$ cat config.mk
export PLATFORM = sky130hd
export DESIGN_NAME = asi_mem_arbiter
export DESIGN_NICKNAME = d
export VERILOG_FILES = /design/src/rtl/asi_pkg.sv /design/src/rtl/asi_vld_dly.sv /design/src/rtl/asi_mem_arbiter.sv
export SDC_FILE = /design/constraint.sdc
export NUM_CORES = 1
export LEC_CHECK = 0
export CELL_PAD_IN_SITES_DETAIL_PLACEMENT = 1
export CELL_PAD_IN_SITES_GLOBAL_PLACEMENT = 2
export CORE_ASPECT_RATIO = 1.4
export CORE_MARGIN = 5
export CORE_UTILIZATION = 10
export CTS_CLUSTER_DIAMETER = 60
export DETAILED_ROUTE_END_ITERATION = 10
export GPL_TIMING_DRIVEN = 0
export PLACE_DENSITY = 0.95
export SLEW_MARGIN = 20
export SYNTH_ARGS = -nofsm -noshare
export SYNTH_HDL_FRONTEND = slang
export SYNTH_SLANG_ARGS = --single-unit
$ cat constraint.sdc
create_clock -name clk -period 2 [get_ports clk]
set_input_delay 0.2 -clock clk [delete_from_list [all_inputs] [get_ports clk]]
set_output_delay 0.2 -clock clk [all_outputs]
set_load 0.1 [all_outputs]
$ cat src/rtl/asi_pkg.sv
// asi_pkg: shared types and defaults for the AXI slave interface (ASI) user-side blocks.
// Holds the memory arbiter state type and the width/latency defaults used by the top.
package asi_pkg;

  // Default AXI address/data widths and memory read latency (wait states).
  localparam int AXI_AW         = 32;
  localparam int AXI_DW         = 32;
  localparam int SLV_WS         = 1;

  // Deepest read-valid delay line the arbiter supports.
  localparam int ARB_MAX_RD_LAT = 8;

  // Memory port owner: nobody yet, the read path or the write path.
  typedef enum logic [1:0] {
    ARB_IDLE = 2'd0,
    ARB_GR_R = 2'd1,
    ARB_GR_W = 2'd2
  } arb_st_e;

endpackage

$ cat src/rtl/asi_vld_dly.sv
// asi_vld_dly: 1-bit valid delay line of DEPTH stages with asynchronous active-low reset.
// DEPTH = 0 gives a straight combinational pass-through.
module asi_vld_dly #(
  parameter int DEPTH = 1
) (
  input  logic clk,
  input  logic rst_n,
  input  logic in_vld,
  output logic out_vld
);

  if (DEPTH == 0) begin : g_pass
    assign out_vld = in_vld;
  end else begin : g_pipe
    logic [DEPTH-1:0] pipe_q;
    logic [DEPTH-1:0] pipe_d;

    // Shift the new valid in at stage 0; the oldest stage drives the output.
    always_comb begin
      pipe_d[0] = in_vld;
      for (int i = 1; i < DEPTH; i++) begin
        pipe_d[i] = pipe_q[i-1];
      end
    end

    // Delay-line register; reset discards anything in flight.
    always_ff @(posedge clk or negedge rst_n) begin
      if (!rst_n) pipe_q <= '0;
      else        pipe_q <= pipe_d;
    end

    assign out_vld = pipe_q[DEPTH-1];
  end

endmodule

$ cat src/rtl/asi_mem_arbiter.sv
// asi_mem_arbiter: shares the single user-side memory port between the AXI slave read and
// write paths. Level grants are held for a whole burst, the winner's beat is muxed onto
// mem_*, and read-data valid is regenerated through an RD_LAT-deep delay line.
// Build option: define ASI_ARB_RPRIO_EN for fixed read priority; otherwise the port is
// handed over at burst boundaries and parks with the last owner.
// Handshake: a slave may assert *_busy only while it holds its grant; a grant changes
// owner only at a burst boundary (owner not busy, or busy on its last beat) and the new
// grant becomes visible on the following cycle.
import asi_pkg::*;

module asi_mem_arbiter #(
  parameter int AW     = AXI_AW,
  parameter int DW     = AXI_DW,
  parameter int RD_LAT = SLV_WS
) (
  input  logic          clk,
  input  logic          rst_n,
  input  logic          r_req,
  input  logic          r_busy,
  input  logic          r_last,
  input  logic [AW-1:0] r_addr,
  output logic          rgranted,
  input  logic          w_req,
  input  logic          w_busy,
  input  logic          w_last,
  input  logic [AW-1:0] w_addr,
  input  logic [DW-1:0] w_data,
  input  logic [DW/8-1:0] w_strb,
  output logic          wgranted,
  output logic          mem_en,
  output logic          mem_we,
  output logic [AW-1:0] mem_addr,
  output logic [DW-1:0] mem_wdata,
  output logic [DW/8-1:0] mem_be,
  input  logic [DW-1:0] mem_rdata,
  input  logic          mem_rslverr,
  output logic [DW-1:0] m_rdata,
  output logic          m_rvalid,
  output logic          m_rslverr,
  output logic          arb_err
);

  arb_st_e state_q, state_d;
  logic    rgranted_q, rgranted_d;
  logic    wgranted_q, wgranted_d;
  logic    arb_err_q, arb_err_d;
  logic    r_release, w_release;
  logic    rd_issue;

  // A burst ends on the owner's last beat.
  assign r_release = r_busy & r_last;
  assign w_release = w_busy & w_last;

  // Owner selection: change hands only at a burst boundary, never mid-burst.
  always_comb begin
    state_d = state_q;
    case (state_q)
`ifdef ASI_ARB_RPRIO_EN
      ARB_IDLE: begin
        if (r_req)      state_d = ARB_GR_R;
        else if (w_req) state_d = ARB_GR_W;
      end
      ARB_GR_R: begin
        if (w_req & ~r_req & ~r_busy) state_d = ARB_GR_W;
      end
      ARB_GR_W: begin
        if (r_req & (w_release | ~w_busy)) state_d = ARB_GR_R;
      end
`else
      ARB_IDLE: begin
        if (w_req)      state_d = ARB_GR_W;
        else if (r_req) state_d = ARB_GR_R;
      end
      ARB_GR_R: begin
        if (w_req & (r_release | ~r_busy)) state_d = ARB_GR_W;
      end
      ARB_GR_W: begin
        if (r_req & (w_release | ~w_busy)) state_d = ARB_GR_R;
      end
`endif
      default: state_d = ARB_IDLE;
    endcase
  end

  // Grants are registered decodes of the next owner, so they line up with state_q.
  always_comb begin
    rgranted_d = (state_d == ARB_GR_R);
    wgranted_d = (state_d == ARB_GR_W);
  end

  // A beat without grant (which covers both paths busy at once) latches the error.
  always_comb begin
    arb_err_d = arb_err_q | (r_busy & ~rgranted_q) | (w_busy & ~wgranted_q);
  end

  // Arbiter state, grants and sticky error.
  always_ff @(posedge clk or negedge rst_n) begin
    if (!rst_n) begin
      state_q    <= ARB_IDLE;
      rgranted_q <= 1'b0;
      wgranted_q <= 1'b0;
      arb_err_q  <= 1'b0;
    end else begin
      state_q    <= state_d;
      rgranted_q <= rgranted_d;
      wgranted_q <= wgranted_d;
      arb_err_q  <= arb_err_d;
    end
  end

  assign rgranted = rgranted_q;
  assign wgranted = wgranted_q;
  assign arb_err  = arb_err_q;

  // Memory port mux: only the granted path's beat reaches the memory.
  assign mem_en    = (rgranted_q & r_busy) | (wgranted_q & w_busy);
  assign mem_we    = wgranted_q & w_busy;
  assign mem_addr  = wgranted_q ? w_addr : r_addr;
  assign mem_wdata = w_data;
  assign mem_be    = mem_we ? w_strb : '1;

  // Read data returns RD_LAT cycles after the read strobe; the line keeps shifting across
  // owner changes so earlier reads still return in order.
  assign rd_issue = mem_en & ~mem_we;

  asi_vld_dly #(
    .DEPTH (RD_LAT)
  ) u_rd_dly (
    .clk     (clk),
    .rst_n   (rst_n),
    .in_vld  (rd_issue),
    .out_vld (m_rvalid)
  );

  assign m_rdata   = mem_rdata;
  assign m_rslverr = mem_rslverr;

endmodule
After elaboration in Yosys (flattened, before gate mapping)
Index checks and enable logic that the tools add are counted.
{"block": "word_totals", "register_bits": 6, "mem_count": 0, "romBits": 0, "inputBits": 141, "latch_bits": 0, "output_inout_bits": 107, "word_cells": 36, "ramBits": 0}
{"block": "op_classes", "div": 0, "magnitude_cmp": 0, "n_mul": 0, "mux": 7, "shift": 0, "reduce_logical": 1, "bitwise_logic": 19, "eq_ne": 4, "add_sub_neg": 0}
{"operator": "32-bit 2-to-1 mux", "count": 1}
{"operator": "1-bit AND", "count": 9}
{"operator": "2-bit 2-to-1 mux", "count": 4}
{"operator": "2-bit case mux with 3 select lines", "count": 1}
{"operator": "1-bit inverter", "count": 5}
{"operator": "1-bit bitwise OR", "count": 5}
{"operator": "2-bit by 1-bit equality test with 1-bit output, second input constant", "count": 2}
{"operator": "2-bit equality test, second input constant", "count": 2}
{"operator": "4-bit 2-to-1 mux", "count": 1}
{"operator": "2-bit logical NOT", "count": 1}

Depth between registers and ports, before layout
Gate-level depths: netlist (run 1).
{"block": "depth", "ltp_word": 6, "mapped_depth": 5, "mapped_depth_nobuf": 3}

Hierarchy
From an unflattened synthesis (run 1), not the netlist that was laid out.
{"block": "hier_totals", "cells_unflattened": 131, "hier_area_um2": 1308.8}
{"mod": "asi_mem_arbiter", "n_inst": 1, "seq_area_each_um2": 125.1, "area_each_um2": 1283.7, "cells_each": 130}
{"mod": "asi_vld_dly", "n_inst": 1, "seq_area_each_um2": 25.0, "area_each_um2": 25.0, "cells_each": 1}

Worst setup path after synthesis (run 1)
OpenSTA, ideal clock, no wires.
{"block": "synth_path", "path_kind": "register to register", "start": "register wgranted_q, in the netlist wgranted", "end": "register u_rd_dly.g_pipe.pipe_q, in the netlist u_rd_dly.out_vld", "path_slack_ps": -139, "arrival_ps": 1983, "synth_period_minus_slack_ps": 2139, "stages_incl_launch_ff": 5, "n_path_buf": 1, "setup_ps": 156, "path_cell_list": "dfrtp_1 buf_6 nand2_1 inv_1 nor2_1"}
{"block": "synth_between", "elab_chain_len": 3}
{"element": "start: declaration", "line_no": "asi_mem_arbiter.sv:45", "rtl": "logic wgranted_q, wgranted_d;"}
{"element": "start signal: assignment", "line_no": "asi_mem_arbiter.sv:106", "rtl": "wgranted_q <= wgranted_d;"}
{"element": "1-bit AND (*)", "line_no": "asi_mem_arbiter.sv:117", "rtl": "assign mem_we = wgranted_q & w_busy;"}
{"element": "via mem_we", "line_no": "asi_mem_arbiter.sv:31", "rtl": "output logic mem_we,"}
{"element": "1-bit bitwise OR / 1-bit inverter (equally long branches)", "line_no": "asi_mem_arbiter.sv:116, asi_mem_arbiter.sv:124"}
{"element": "1-bit AND (*)", "line_no": "asi_mem_arbiter.sv:124", "rtl": "assign rd_issue = mem_en & ~mem_we;"}
{"element": "via rd_issue", "line_no": "asi_mem_arbiter.sv:48", "rtl": "logic rd_issue;"}
{"element": "end signal: assignment", "line_no": "asi_vld_dly.sv:29", "rtl": "else pipe_q <= pipe_d;"}
{"element": "end: declaration", "line_no": "asi_vld_dly.sv:15", "rtl": "logic [DEPTH-1:0] pipe_q;"}
The timed path passes the listed nets; every way through them passes the cells marked *.

Final worst setup path (run 1)
{"block": "layout_path", "start": "register arb_err_q, in the netlist arb_err", "end": "output port arb_err"}
{"element": "start: declaration", "line_no": "asi_mem_arbiter.sv:46", "rtl": "logic arb_err_q, arb_err_d;"}
{"element": "start signal: assignment", "line_no": "asi_mem_arbiter.sv:107", "rtl": "arb_err_q <= arb_err_d;"}
{"element": "end: declaration", "line_no": "asi_mem_arbiter.sv:40", "rtl": "output logic arb_err"}
No word-level cell between the ends.

==> results of run 1 <==
metal layers:
layer,global-route usage [%],vias to the layer above
li1,-,735
met1,6.35,719
met2,14.9,148
met3,2.44,7
met4,1.79,0
met5,0,-
worst max path at each step:
stage	to	slack, ns
after detailed placement	mem_be[3]	-0.45
final	arb_err	0.04
after global placement	mem_be[2]	-0.40
after global routing	arb_err	0.007
after floorplan	mem_en	0.05
after CTS	mem_be[3]	0.01
power groups by stage:
stage	clock [mW]	sequential, mW	combinational (mW)
global placement	0	0.205	3.86
CTS	0.351	0.211	3.84
detailed placement	0	0.211	3.89
floorplan	0	0.377	2.91
finish	0.344	0.208	3.80
global route	0.357	0.216	3.90
through the flow:
stage	cell area (um^2)	setup slack [ns]	hold slack, ns	TNS [ns]
after floorplan	1310	0.0489	-0.0956	0
after global placement	3320	-0.400	0.458	-8.86
after detailed placement	3320	-0.454	0.464	-9.63
after CTS	3450	0.0149	0.217	0
after global routing	3430	0.00732	0.234	0
final	3430	0.0438	0.211	0
synth_stat cells, drive strengths merged:
library cell	number	share of area, %
a21oi	1	0.38
buf	69	43
dfrtp	6	11
inv	3	0.86
mux2	32	36
nand2	4	1.1
nand2b	1	0.48
nor2	1	0.29
nor2b	3	1.4
o211a	2	1.5
o21ai	5	1.9
or2	4	1.9
cells by family (layout without fill, tap and decap cells):
kind of cell / Yosys count / after routing / share of synthesized area [%]
flip-flops: 6 / 6 / 11.5
AO/OA/AOI/OAI: 8 / 8 / 3.82
buffers and inverters: 72 / 258 / 43.6
multiplexers: 32 / 32 / 35.9
AND/OR/NAND/NOR: 13 / 13 / 5.26
final cells by class:
type / count / area, um^2
inverters: 3 / 11.3
multi-input cells: 53 / 588
clock buffers: 4 / 78.8
plain buffers: 69 / 559
flip-flops and latches: 6 / 151
fillers: 1502 / 9450
repair buffers: 182 / 1850
well taps: 153 / 191
state kept, by name (all words and copies together) (netlist names):
register          count
rgranted              1
state_q               2
u_rd_dly.out_vld      1
arb_err               1
wgranted              1
what timing repair did:
item | CTS | global route
pin swaps | 0 | 0
cloned | 0 | 0
endpoints found under the setup margin | 38 | 5
gates resized for setup | 114 | 9
hold buffers | 0 | 0
==> summary by stage, run 1 <==
Outcome
The flow ran to the end, and the final reports show no timing, DRC or antenna violations.

Pwr
The part of the total power dissipated in the clock network is 7.9%. VDD sags by at most 659 uV. The leakage dissipation is 1.51 nW.

The portion of total power attributed to combinational logic is 87.3%. The internal portion of total power is 1.54 mW. In this run switching power makes up 64.7% of total power. Summed over all nets, the switching power comes to 2.81 mW. The final total power is 4.35 mW.

The share of power burned in registers is 4.8%. The ratio of total power to cell area is 1270 nW/um^2.

Setup path
The endpoint identified for the worst register-to-register timing path is arb_err. In this run the worst path has a maximum fanout of 2. The arrival time reported for the critical path endpoint is 1.76 ns. The number of buffers and inverters on the critical path is 1.

The setup path with the least slack is of type reg -> out. The kind of cell with the highest combined delay on the critical path is buffers and inverters. The number of cell instances on the worst register-to-register path is 5. The category of the worst setup path capture point is an output port.

The worst setup path is launched from a flip-flop. STA puts the critical path data required time at 1.80 ns. The setup slack on the worst flop-to-flop path is 0.93 ns. The startpoint of the worst setup timing path is arb_err. Traced cell by cell, the critical path runs through clkdlybuf4s50_1. The slowest stage of the critical path is the clkdlybuf4s50_1 cell. In this run the critical register-to-register path is launched from wgranted.

The instance count on the critical path is 1. On the worst path, the slowest cell contributes a delay of 1.16 ns.

Floorplanning
The floorplan step defined a die boundary enclosing 15500 um^2. The number of standard-cell rows in the floorplan is 49. The vertical die dimension is 145 um. The initial utilization of the core area, before any placement, comes to 10.2%.

The top-level port count is 248. The die is 107 um wide. The placeable core area is 12900 um^2.

Drt
After detailed routing, the met3 layer carries 855 um of wire. In the routed layout, each cell is associated on average with a via count of 3.42. For this run, design rule violations remaining after detail routing come to 0. The final route contains 1609 vias. The amount of wire on met2 after detailed routing is 3460 um.

The number of detailed-routing iterations run before antenna repair is 4. The routed metal-1 wirelength is 1950 um. The mean routed wirelength per cell is 13.5 um. The number of DRC markers in iteration 0 is 13. The highest metal layer with signal wires is met4. The total routed wirelength is 6370 um. The detail route stage leaves a number of antenna-violating nets equal to 0.

Clock tree
The clock sink total is 6. TritonCTS built the clock tree. The cell sitting at the root of the clock tree is a clkbuf_16. Counting the buffers created by CTS gives 3. In this run the number of H-tree levels came out at 1. Clock-pin slew was measured on the worst setup and hold paths at 0.04 ns. The clock insertion delay at the later pin of the skew report is 0.23 ns. The number of buffers between clock root and the deepest sink is 2. The count of buffers added by post-CTS timing repair for setup is 0.

Yosys
The total of flip-flops plus latches after synthesis is 6. Of the synthesized area, sequential elements account for 11.5%. The post-synthesis instance total is 131. The number of unique standard cell types used by synthesis is 16. The count of synthesis-stage warnings from yosys is 0. The total standard cell area after synthesis is 1310 um^2. The number of nets produced by synthesis is 272. The per-instance average area after synthesis is 9.99 um^2.

GRT
The initial antenna violation count is 0. The wire length of the first global-routing pass is 9130 um. The number of global-route vias before repair is 1789. The largest net degree at the start of global routing is 11.

Global routing finished with a remaining overflow of 0. The total global routing track utilization is 7.19%.

Layout
The most common library cell in the layout ignoring fill and taps is clkdlybuf4s50_1. The antenna diode count is 0. The layout-stage area growth over the synthesis result is 162%. In the final design database the tool counted 459 nets. Leaving out filler cells and counting taps, the final layout contains 470. Once layout is complete, the utilization of the core stands at 26.6%. In the layout the commonest cells are clkdlybuf4s50_1, buf_4, clkdlybuf4s15_2. The post-route netlist has 46.4% of its cells at a drive strength greater than 1.

STA
The smallest clock period supported by the final layout is computed as 1.96 ns. The total of endpoints with negative setup slack in the final report is 0. The worst path uses 97.8% of the clock period. The final number of max-transition violations is 0.

At the pin with the least slew margin, the transition time is 0.992 ns. Static timing analysis puts the maximum clock frequency at 511 MHz. The tightest slew margin relative to the limit is 33.6%. Setup repair after global routing left no endpoint under its margin. On the final layout, the worst clock skew is 0.00168 ns.

The hold violation count in the final report is 0.

Job
The max-capacitance violation count is 0.

Placed design
The port buffer count is 182. Detailed placement ended at an HPWL of 5760 um. The final weighted congestion in routability-driven placement is 0.702. The number of placed instances with taps included is 466.

Min path
The path class of the lowest-slack min-delay path is in -> async.
Power figures use the tool's default switching activity.
==> run 2, diff against run 1 <==
- CTS_CLUSTER_SIZE: not set -> 20
==> results of run 2 <==
Same layout as run 1: the final DEF is identical, and so are final timing and power.
